**config.mk**
```make
export PLATFORM = sky130hd
export DESIGN_NAME = dsp_alu_preg
export DESIGN_NICKNAME = d
export VERILOG_FILES = /design/src/rtl/dsp_alu_pkg.sv /design/src/rtl/dsp_pattern_detect.sv /design/src/rtl/dsp_alu_preg.sv
export SDC_FILE = /design/constraint.sdc
export NUM_CORES = 1
export LEC_CHECK = 0
export BUFFER_PORTS_ARGS = -buffer_cell sky130_fd_sc_hd__clkbuf_2
export CAP_MARGIN = 20
export CELL_PAD_IN_SITES_DETAIL_PLACEMENT = 1
export CELL_PAD_IN_SITES_GLOBAL_PLACEMENT = 2
export CORE_AREA = 3 3 202 204
export CTS_BUF_LIST = sky130_fd_sc_hd__clkbuf_4 sky130_fd_sc_hd__clkbuf_8
export DETAILED_ROUTE_END_ITERATION = 10
export DIE_AREA = 0 0 205 207
export PLACE_DENSITY_LB_ADDON = 0.1
export SYNTH_ARGS = -nofsm -noshare
export SYNTH_HDL_FRONTEND = slang
export SYNTH_HIERARCHICAL = 1
export SYNTH_SLANG_ARGS = --single-unit
```
**constraint.sdc**
```tcl
create_clock -name CLK -period 16.2 [get_ports CLK]
set_input_delay 1.62 -clock CLK [delete_from_list [all_inputs] [get_ports CLK]]
set_output_delay 1.62 -clock CLK [all_outputs]
set_load 0.02 [all_outputs]
```
**src/rtl/dsp_alu_pkg.sv**
```systemverilog
// Shared definitions for the DSP post-adder/ALU stage: data width, ALUMODE
// encodings and the three-operand ALU evaluation used by dsp_alu_preg.
package dsp_alu_pkg;

  localparam int DATA_W = 48;
  localparam int SUM_W  = DATA_W + 2;

  typedef enum logic [3:0] {
    ALU_ADD   = 4'b0000,
    ALU_NZADD = 4'b0001,
    ALU_NADD  = 4'b0010,
    ALU_ZSUB  = 4'b0011
  } alu_mode_e;

  typedef struct packed {
    logic [DATA_W-1:0] r;
    logic              co;
  } alu_res_t;

  // S = X + Y + CIN is kept 50 bits wide so the Z >= S borrow test is exact;
  // the 49-bit result sums are enough for R[48], since bit 48 survives truncation.
  function automatic alu_res_t alu_compute(
    input logic [DATA_W-1:0] x,
    input logic [DATA_W-1:0] y,
    input logic [DATA_W-1:0] z,
    input logic              cin,
    input logic [3:0]        am
  );
    logic [SUM_W-1:0]  s;
    logic [DATA_W:0]   t;
    alu_res_t          res;
    s   = SUM_W'(x) + SUM_W'(y) + SUM_W'(cin);
    t   = '0;
    res = '0;
    case (am)
      ALU_ZSUB: begin
        t      = {1'b0, z} - s[DATA_W:0];
        res.r  = t[DATA_W-1:0];
        res.co = ({2'b00, z} >= s);
      end
      ALU_NZADD: begin
        t      = {1'b0, ~z} + s[DATA_W:0];
        res.r  = t[DATA_W-1:0];
        res.co = t[DATA_W];
      end
      ALU_NADD: begin
        t      = {1'b0, z} + s[DATA_W:0];
        res.r  = ~t[DATA_W-1:0];
        res.co = ~t[DATA_W];
      end
      default: begin
        t      = {1'b0, z} + s[DATA_W:0];
        res.r  = t[DATA_W-1:0];
        res.co = t[DATA_W];
      end
    endcase
    return res;
  endfunction

endpackage

```
**src/rtl/dsp_pattern_detect.sv**
```systemverilog
// Pattern/pattern-bar compare on the next P value, with the flag registers and
// the PATTERNDETECTPAST history bit. Built only when PATTERN_DETECT_EN is defined.
module dsp_pattern_detect
  import dsp_alu_pkg::*;
#(
  parameter int                PREG    = 1,
  parameter logic [DATA_W-1:0] PATTERN = '0,
  parameter logic [DATA_W-1:0] MASK    = 48'h3FFF_0000_0000
) (
  input  logic              clk,
  input  logic              rst,
  input  logic              ce,
  input  logic [DATA_W-1:0] p_next,
  output logic              detect,
  output logic              bdetect,
  output logic              detect_past
);

  logic det_n, bdet_n;
  logic det_q, bdet_q, past_q;

  // A set MASK bit forces that position to match.
  assign det_n  = &(~(p_next ^ PATTERN) | MASK);
  assign bdet_n = &(~(p_next ^ ~PATTERN) | MASK);

  always_ff @(posedge clk) begin
    if (rst) begin
      det_q  <= 1'b0;
      bdet_q <= 1'b0;
      past_q <= 1'b0;
    end else if (ce) begin
      det_q  <= det_n;
      bdet_q <= bdet_n;
      past_q <= (PREG != 0) ? det_q : det_n;
    end
  end

  assign detect      = (PREG != 0) ? det_q  : det_n;
  assign bdetect     = (PREG != 0) ? bdet_q : bdet_n;
  assign detect_past = past_q;

endmodule

```
**src/rtl/dsp_alu_preg.sv**
```systemverilog
// DSP slice post-adder/ALU and P register stage; closes the accumulate loop via P.
// Optional pattern detector is built when the PATTERN_DETECT_EN macro is defined.
module dsp_alu_preg
  import dsp_alu_pkg::*;
#(
  parameter int                PREG       = 1,
  parameter int                ALUMODEREG = 1,
  parameter int                CARRYINREG = 1,
  parameter logic [DATA_W-1:0] PATTERN    = '0,
  parameter logic [DATA_W-1:0] MASK       = 48'h3FFF_0000_0000
) (
  input  logic              CLK,
  input  logic              RSTP,
  input  logic              CEP,
  input  logic              CEALUMODE,
  input  logic              CECARRYIN,
  input  logic [DATA_W-1:0] X,
  input  logic [DATA_W-1:0] Y,
  input  logic [DATA_W-1:0] Z,
  input  logic [3:0]        ALUMODE,
  input  logic              CARRYIN,
  output logic [DATA_W-1:0] P,
  output logic              CARRYOUT,
  output logic              PATTERNDETECT,
  output logic              PATTERNBDETECT,
  output logic              PATTERNDETECTPAST
);

  logic [3:0]        alumode_q;
  logic              carryin_q;
  logic [3:0]        am;
  logic              cin;
  alu_res_t          res;
  logic [DATA_W-1:0] p_q;
  logic              co_q;

  // NOTE: state registers use non-blocking assignments so every flop samples
  // pre-edge values; reset is tested first so it overrides all clock enables.
  always_ff @(posedge CLK) begin
    if (RSTP) begin
      alumode_q <= '0;
      carryin_q <= 1'b0;
    end else begin
      if (CEALUMODE) alumode_q <= ALUMODE;
      if (CECARRYIN) carryin_q <= CARRYIN;
    end
  end

  assign am  = (ALUMODEREG != 0) ? alumode_q : ALUMODE;
  assign cin = (CARRYINREG != 0) ? carryin_q : CARRYIN;
  assign res = alu_compute(X, Y, Z, cin, am);

  always_ff @(posedge CLK) begin
    if (RSTP) begin
      p_q  <= '0;
      co_q <= 1'b0;
    end else if (CEP) begin
      p_q  <= res.r;
      co_q <= res.co;
    end
  end

  assign P        = (PREG != 0) ? p_q  : res.r;
  assign CARRYOUT = (PREG != 0) ? co_q : res.co;

`ifdef PATTERN_DETECT_EN
  dsp_pattern_detect #(
    .PREG    (PREG),
    .PATTERN (PATTERN),
    .MASK    (MASK)
  ) u_pattern_detect (
    .clk         (CLK),
    .rst         (RSTP),
    .ce          (CEP),
    .p_next      (res.r),
    .detect      (PATTERNDETECT),
    .bdetect     (PATTERNBDETECT),
    .detect_past (PATTERNDETECTPAST)
  );
`else
  assign PATTERNDETECT     = 1'b0;
  assign PATTERNBDETECT    = 1'b0;
  assign PATTERNDETECTPAST = 1'b0;
`endif

endmodule

```
* Word-level counts from Yosys, hierarchy flattened
Index checks and enable logic that the tools add are counted.
** Cells by class
- Add/sub/neg operators :: 5
- Order comparisons :: 1
- Shift operators :: 0
- Reductions and logical operators :: 0
- Divide/modulo/power cells :: 0
- Bitwise operators :: 3
- Multiply operators :: 0
- Muxes and demuxes :: 1
- Equality and inequality tests :: 3
** Operator list (number)
- one-hot mux 49 bit (3 select lines) :: 1
- adder 48 x 49 -> 49 bit :: 2
- inverter 48 bit :: 2
- adder 49 x 1 -> 50 bit :: 1
- greater-or-equal comparator 48 x 50 -> 1 bit :: 1
- adder 48 x 48 -> 49 bit :: 1
- subtractor 48 bit :: 1
- equality test 4 x 2 -> 1 bit (second input constant) :: 2
- equality test 4 x 1 -> 1 bit (second input constant) :: 1
- inverter 1 bit :: 1
** Storage, ports and cells
- Latch bits :: 0
- Output and inout port bits :: 52
- Input bits :: 154
- Bits in writable memories :: 0
- Memories kept :: 0
- Register bits :: 54
- Word-level logic and storage cells :: 17
- ROM bits :: 0

* Depth between registers and ports, before layout
Gate-level depths: netlist of the first run.
- Depth in word-level cells :: 5
- Mapped depth :: 25
- Gate-level depth less buffers :: 24

* Worst setup path after synthesis of the first run
No wires, ideal clock.
- Path type :: input-to-reg
- Start point :: input X[0]
- End point :: register p_q[46], in the netlist P[46]
- Data required time :: 16.119 ns
- Data arrival time :: 6.691 ns
- Path buffers :: 1
- Setup time :: 0.081 ns
- Setup slack :: 9.429 ns
- Cell stages on the path :: 23
- Cell sequence :: fa_1 > a211oi_1 > o21ai_0 > o31ai_1 > a211oi_1 > nor3_1 > o21ai_0 > a221oi_2 > o211a_1 > o21bai_1 > xor2_1 > ha_1 > clkbuf_1 > clkinv_1 > a21oi_1 > o21ai_0 > a21o_1 > a21oi_1 > o21bai_1 > a21boi_0 > nand2_1 > mux4_2 > a41oi_1
** Between the ends
- Cells in the longest elaborated chain, start to end :: 5
- Elaborated cells between the ends (all ways) :: 7
- Those cells by class :: 5 x add/sub; 1 x mux; 1 x bitwise
** RTL lines
- start, declared :: RTL line dsp_alu_preg.sv:17 : input logic [DATA_W-1:0] X,
- adder 48 x 48 -> 49 bit * :: RTL line dsp_alu_pkg.sv:32 : s = SUM_W'(x) + SUM_W'(y) + SUM_W'(cin);
- adder 49 x 1 -> 50 bit * :: RTL line dsp_alu_pkg.sv:32
- adder 48 x 49 -> 49 bit :: RTL line dsp_alu_pkg.sv:47, dsp_alu_pkg.sv:52
- inverter 48 bit :: RTL line dsp_alu_pkg.sv:48 : res.r = ~t[DATA_W-1:0];
- one-hot mux 49 bit (3 select lines) * :: RTL line dsp_alu_pkg.sv:35 : case (am)
- end signal, assigned :: RTL line dsp_alu_preg.sv:58 : p_q <= res.r;
- end, declared :: RTL line dsp_alu_preg.sv:34 : logic [DATA_W-1:0] p_q;
Every way passes the cells marked *; elsewhere a longest branch is shown, timed or not.
A chain may end at the register's enable or synchronous reset.

* Worst setup path after layout of the first run
Ends and elaborated chain as after synthesis.

==> results.sh, run 1 <==
export IMPL_status="finished clean"
export IMPL_cp_max_fo=18
export IMPL_netlist_top_cells_area="ha_1 17%, a21oi_1 9.2%, dfxtp_1 7.7%"
export IMPL_dp_hpwl_um=53100
export IMPL_initial_core_util_pct=35.6
export IMPL_antenna_cells=0
export IMPL_synth_simple_area_share_pct=20.5
export IMPL_drt_iter0_markers=1249
export IMPL_cts_tree="done"
export IMPL_fin_crit_sh_pct=53.1
export IMPL_synth_cell_types=92
export IMPL_cts_buffer_depth=2
export IMPL_drtAntennaViolNets=0
export IMPL_worst_setup_path_type="in -> reg"
export IMPL_fmax_mhz=116
export IMPL_syn_to_final_growth_pct=10.5
export IMPL_yosys_warnings=6
export IMPL_avgSynthCellArea_um2=6.76
export IMPL_fin_area_mm2=0.0155
export IMPL_grt_max_degree=72
export IMPL_post_synth_top_area_fraction_pct=16.9
export IMPL_power_density_mw_per_mm2=102
export IMPL_power_mw=1.58
export IMPL_dp_cells=2712
export IMPL_io_pins=206
export IMPL_grt_pass1_wl_um=99800
export IMPL_place_area_mm2=0.0154
export IMPL_cts_sinks=54
export IMPL_maxSlewViolCount=0
export IMPL_drt_pass1_iterations=5
export IMPL_worst_setup_path_end_kind="flop"
export IMPL_cts_hold_buf=0
export IMPL_arrival_ns=8.96
export IMPL_drive_above_1_share_pct=12.6
export IMPL_cts_made_buffers=5
export IMPL_ys_ff_latch=54
export IMPL_synthCells=2079
export IMPL_synth_top_family_by_area="compound AO/OA/AOI/OAI gates"
export IMPL_vias=16800
export IMPL_grt_antenna_before_repair=0
export IMPL_clock_skew_ns=0.0184
export IMPL_drc=0
export IMPL_synth_xor_area_share_pct=6.30
export IMPL_rsz0062_at_grt="no"
export IMPL_track_usage_pct=29.9
export IMPL_die_area_mm2=0.0424
export IMPL_cts_root_buffer="clkbuf_8"
export IMPL_max_slew_margin_pct=24.4
export IMPL_startpoint_type="input port"
export IMPL_cts_resized_gates=0
export IMPL_gp_congestion=0.961
export IMPL_via_per_inst=6.19
export IMPL_synth_largest_area_cell="ha_1"
export IMPL_wl_per_cell_um=24.5
export IMPL_ir_drop_mv=0.0468
export IMPL_synth_edf_count=0
export IMPL_path_clk_slew_ns=0.16
export IMPL_maxCapViolCount=0
export IMPL_num_rows=73
export IMPL_worst_pin_slew_ns=1.13
export IMPL_port_buffers=202
export IMPL_die_y_um=207
export IMPL_finalWirelength_um=66600
export IMPL_synth_mux_area_share_pct=2.34
export IMPL_hold_viol_final=0
export IMPL_synth_compound_area_share_pct=38.1
export IMPL_ys_seq_area_share_pct=7.69
export IMPL_instances_no_fill=2720
export IMPL_synth_main_ff_cell="dfxtp_1"
export IMPL_nNetsFinal=2542
export IMPL_layout_min_cycle_time_ns=8.61
export IMPL_coreArea_mm2=0.0395
export IMPL_hold_class="reg -> reg"
export IMPL_die_w_um=205
export IMPL_netlist_area_mm2=0.0141
export IMPL_grt_pass1_vias=16600
export IMPL_synth_adder_area_share_pct=17.5
export IMPL_p_leak_nw=6.96
export IMPL_insertion_delay_ns=0.42
export IMPL_post_cts_setup_buffers=0
export IMPL_setup_viol=0
export IMPL_tns_ns=0
export IMPL_whs_ns=0.493
export IMPL_synthArstFlopShare_pct=0
export IMPL_cp_required_ns=16.55
export IMPL_cts_htree_levels=2
export IMPL_gr_total_overflow=0
-- synth_stat cells, types with 11 or more instances --
cell      number
o21ai_0      155
nor2_1       188
ha_1         190
clkbuf_1      94
nor4_1        19
o21bai_1      49
a211oi_1      43
o211ai_1      23
nand4_1       35
or2_2         11
a311oi_1      16
and3_1        12
xor2_1        35
nor3_1        46
dfxtp_1       54
nor2b_1       18
o22ai_1       16
o21a_1        17
xnor2_1       66
a21o_1        63
a31oi_1       21
inv_1        160
nand2_1      151
nand3_1       42
o31ai_1       18
or3_1         14
nand2b_1      25
mux2i_1       25
o221ai_1      12
a21oi_1      258
-- where the power goes --
part,internal [mW],total [mW],switching (mW)
logic,0.427,1.29,0.867
registers,0.156,0.174,0.0179
clock network,0.0329,0.109,0.0758
total,0.616,1.58,0.961
-- cells in the final DEF (no fill, tap or decap), types with 35 or more instances in the layout --
cell type,netlist,routed
a211oi_1,43,43
ha_1,190,190
xnor2_1,66,66
xor2_1,35,35
a21o_1,63,63
inv_1,160,160
clkbuf_2,0,202
nand4_1,35,35
a21oi_1,258,257
nor3_1,46,46
dfxtp_1,54,53
nor2_1,188,186
nand2_1,151,150
o21ai_0,155,155
nand3_1,42,42
o21bai_1,49,49
-- metrics by stage --
step                setup slack (ns)  utilization [%]
CTS                             7.63             39.4
global placement                7.42             39.1
global route                    7.01             39.4
finish                          7.59             39.4
detailed placement              7.23             39.1
floorplan                       9.43                -
-- area by class of cell --
cell class | count | area (um^2)
multi-input cells | 1751 | 12000
repair buffers | 216 | 1120
clock inverters | 3 | 28.8
clock buffers | 5 | 68.8
well taps | 525 | 657
inverters | 166 | 623
flip-flops and latches | 54 | 1080
fillers | 5215 | 23900
-- state kept, by name, indices dropped and copies added (netlist names) --
name,flops
carryin_q,1
P,48
alumode_q,4
CARRYOUT,1
-- worst max-delay path: stages --
cell and delay (ns):
clkbuf_2 0.10, fa_1 0.48, a211oi_1 0.29, o21ai_0 0.17, buf_4 0.19, o31ai_1 0.53
a211oi_1 0.23, nor3_1 0.21, buf_4 0.20, o21ai_0 0.15, a221oi_2 0.60, o211a_1 0.37
o21bai_1 0.18, xor2_1 0.20, ha_1 0.78, clkinv_1 0.51, a21oi_1 0.27, o21ai_0 0.10
a21o_1 0.28, a21oi_1 0.22, o21bai_1 0.08, a21boi_0 0.39, nand2_1 0.09, mux4_2 0.49
a41oi_1 0.22
-- metal layers --
metal,global-route usage [%],share of wire [%]
met4,6.39,2.4
met2,46.5,44
met3,5.44,7.2
met5,0,0
met1,43.0,47
-- final timing paths --
path	to	depth (start not counted)	slack, ns	startpoint
setup reg to reg	P[46]	24	8.62	carryin_q
hold / removal	P[30]	2	0.49	P[30]
hold reg to reg	P[30]	2	0.49	P[30]
setup / recovery	P[46]	25	7.59	X[0]
-- cells by family (layout without fill, tap and decap cells) --
kind of cell	count (synthesis)	in the layout
simple gates	601	601
xor+xnor	101	101
fa+ha+maj	194	194
mux	31	31
compound gates	821	821
buf+inv	276	390
flops	54	54
other cells	1	3
Note: power is estimated with default switching activity, not from simulation.
==> inputs of run 2 (changes only) <==
--- a/config.mk
+++ b/config.mk
@@ -9,10 +9,10 @@
 export CAP_MARGIN = 20
 export CELL_PAD_IN_SITES_DETAIL_PLACEMENT = 1
 export CELL_PAD_IN_SITES_GLOBAL_PLACEMENT = 2
-export CORE_AREA = 3 3 202 204
+export CORE_AREA = 3 3 211 213
 export CTS_BUF_LIST = sky130_fd_sc_hd__clkbuf_4 sky130_fd_sc_hd__clkbuf_8
 export DETAILED_ROUTE_END_ITERATION = 10
-export DIE_AREA = 0 0 205 207
+export DIE_AREA = 0 0 214 216
 export PLACE_DENSITY_LB_ADDON = 0.1
 export SYNTH_ARGS = -nofsm -noshare
 export SYNTH_HDL_FRONTEND = slang
==> constraint.sdc (replaced) <==
create_clock -name CLK -period 8.6 [get_ports CLK]
set_input_delay 0.86 -clock CLK [delete_from_list [all_inputs] [get_ports CLK]]
set_output_delay 0.86 -clock CLK [all_outputs]
set_load 0.02 [all_outputs]
==> run 2 against run 1 <==
Clock power rose by 83%. Clock-buffer cell count did not move. First-iteration DRC count fell by 8.2%.
==> results.sh, run 2 (same netlist as run 1, synthesis figures left out) <==
export IMPL_status="finished clean"
export IMPL_post_cts_setup_buffers=0
export IMPL_worst_setup_path_end_kind="flop"
export IMPL_drt_iter0_markers=1147
export IMPL_worstSetupEndpoint="P[44]"
export IMPL_ir_drop_mv=0.0892
export IMPL_p_seq_share_pct=11.0
export IMPL_seqCellArea_mm2=0.00108
export IMPL_initial_core_util_pct=32.8
export IMPL_largest_register_ffs=48
export IMPL_via_per_inst=5.92
export IMPL_io_pins=206
export IMPL_coreArea_mm2=0.0429
export IMPL_arrival_ns=7.76
export IMPL_cts_root_buffer="clkbuf_8"
export IMPL_worst_pin_slew_ns=1.10
export IMPL_drt_pass1_iterations=5
export IMPL_grt_pass1_vias=16800
export IMPL_clockPowerShare_pct=6.6
export IMPL_p_int_mw=1.19
export IMPL_max_slew_margin_pct=26.5
export IMPL_cts_hold_buf=0
export IMPL_drive_above_1_share_pct=13.6
export IMPL_p_sw_share_pct=60.5
export IMPL_gr_total_overflow=0
export IMPL_r2r_end="P[44]"
export IMPL_hold_class="reg -> reg"
export IMPL_rrSetupSlack_ns=1.44
export IMPL_grt_pass1_wl_um=103000
export IMPL_grt_antenna_before_repair=0
export IMPL_reg2regPathDepth=23
export IMPL_num_rows=76
export IMPL_power_density_mw_per_mm2=190
export IMPL_p_comb_share_pct=82.4
export IMPL_track_usage_pct=28.4
export IMPL_gp_congestion=0.914
export IMPL_cts_made_buffers=5
export IMPL_layout_min_cycle_time_ns=7.41
export IMPL_dp_hpwl_um=54700
export IMPL_hold_viol_final=0
export IMPL_fmax_mhz=135
export IMPL_die_w_um=214
export IMPL_tns_ns=0
export IMPL_p_leak_nw=7.09
export IMPL_path_clk_slew_ns=0.13
export IMPL_setup_viol=0
export IMPL_antenna_cells=0
export IMPL_fin_crit_sh_pct=86.2
export IMPL_p_switching_mw=1.82
export IMPL_maxSlewViolCount=0
export IMPL_cts_tree="done"
export IMPL_clock_skew_ns=0.0170
export IMPL_cp_max_fo=7
export IMPL_cts_buffer_depth=2
export IMPL_die_area_mm2=0.0462
export IMPL_worst_setup_path_type="in -> reg"
export IMPL_finalWirelength_um=68100
export IMPL_multi_input_area_mm2=0.0120
export IMPL_insertion_delay_ns=0.42
export IMPL_wl_per_cell_um=24.3
export IMPL_maxCapViolCount=0
export IMPL_syn_to_final_growth_pct=12.4
export IMPL_port_buffers=202
export IMPL_cts_sinks=54
export IMPL_nFillCells=5522
export IMPL_final_cell_mix="257 x a21oi_1, 202 x clkbuf_2, 190 x ha_1"
export IMPL_whs_ns=0.496
export IMPL_startpoint="X[0]"
export IMPL_drc=0
export IMPL_drtAntennaViolNets=0
export IMPL_layout_commonest_cell="a21oi_1"
export IMPL_die_y_um=216
export IMPL_startpoint_type="input port"
export IMPL_rsz0062_at_grt="no"
export IMPL_cp_required_ns=8.94
export IMPL_r2r_start="carryin_q"
export IMPL_cts_resized_gates=0
export IMPL_nNetsFinal=2568
export IMPL_grt_max_degree=71
export IMPL_cts_htree_levels=2
export IMPL_vias=16600
==> run 2: cell types whose count changed in the layout (fill, tap and decap cells not counted), sizes merged <==
| cell | before | now |
|---|---|---|
| inv | 165 | 164 |
| buf | 14 | 40 |
| clkinv | 4 | 5 |
==> run 2: power by group through the flow <==
| stage | Clock, mW | Sequential, mW | Combinational [mW] |
|---|---|---|---|
| finish | 0.200 | 0.330 | 2.47 |
| floorplan | 0 | 0.373 | 1.58 |
| global placement | 0 | 0.333 | 2.40 |
| detailed placement | 0 | 0.334 | 2.42 |
| global route | 0.213 | 0.334 | 2.69 |
| CTS | 0.206 | 0.329 | 2.43 |
==> run 2: layout make-up <==
class                      instances  share of cell area, %
clock buffer                       5                  0.436
inverter                         166                   3.94
sequential                        54                   6.85
timing repair buffer             242                   8.30
tap                              585                   4.63
multi-input combinational       1751                   75.7
clock inverter                     3                  0.182
==> run 2: how the worst min path moves through the flow <==
| stage | from | to | cells after the start |
|---|---|---|---|
| finish | P[21] | P[21] | 2 |
| global route | P[22] | P[22] | 1 |
| CTS | P[21] | P[21] | 2 |
| detailed placement | P[21] | P[21] | 2 |
| global placement | P[31] | P[31] | 1 |
| floorplan | alumode_q[2] | alumode_q[2] | 2 |
==> run 2: layer usage <==
| metal | vias up | share of wire, % | routed length (um) | global-route usage, % |
|---|---|---|---|---|
| li1 | 7897 | - | - | - |
| met1 | 8153 | 49 | 33000 | 40.2 |
| met2 | 481 | 44 | 30000 | 45.6 |
| met3 | 78 | 5.3 | 3630 | 4.11 |
| met4 | 0 | 2.1 | 1400 | 6.25 |
| met5 | - | 0 | 0 | 0 |
==> run 2: metrics by stage <==
step                      util, %  cell area (um^2)  setup slack (ns)  instances  power (mW)
final                        36.8             15800              1.19       2806        3.00
after global routing         36.8             15800             0.698       2806        3.24
after CTS                    36.8             15800              1.28       2806        2.97
after detailed placement     36.6             15700             0.910       2798        2.75
after global placement       36.6             15700              1.08       2798        2.73
after floorplan                 -             14100              2.59       2081        1.96
==> run 2: critical path: stages <==
cell and delay [ns]:
clkbuf_2 0.10, fa_1 0.48, a211oi_1 0.31, o21ai_0 0.15
buf_4 0.18, o31ai_1 0.59, a211oi_1 0.23, nor3_1 0.20
buf_4 0.20, o21ai_0 0.14, a221oi_2 0.28, buf_4 0.20
o21bai_1 0.07, a21oi_1 0.27, xnor2_1 0.20, ha_1 0.29
inv_1 0.27, nand2_1 0.16, o41ai_1 0.84, o2111ai_1 0.53
a211o_1 0.46, and3_1 0.21, or4_1 0.41, o211ai_1 0.09
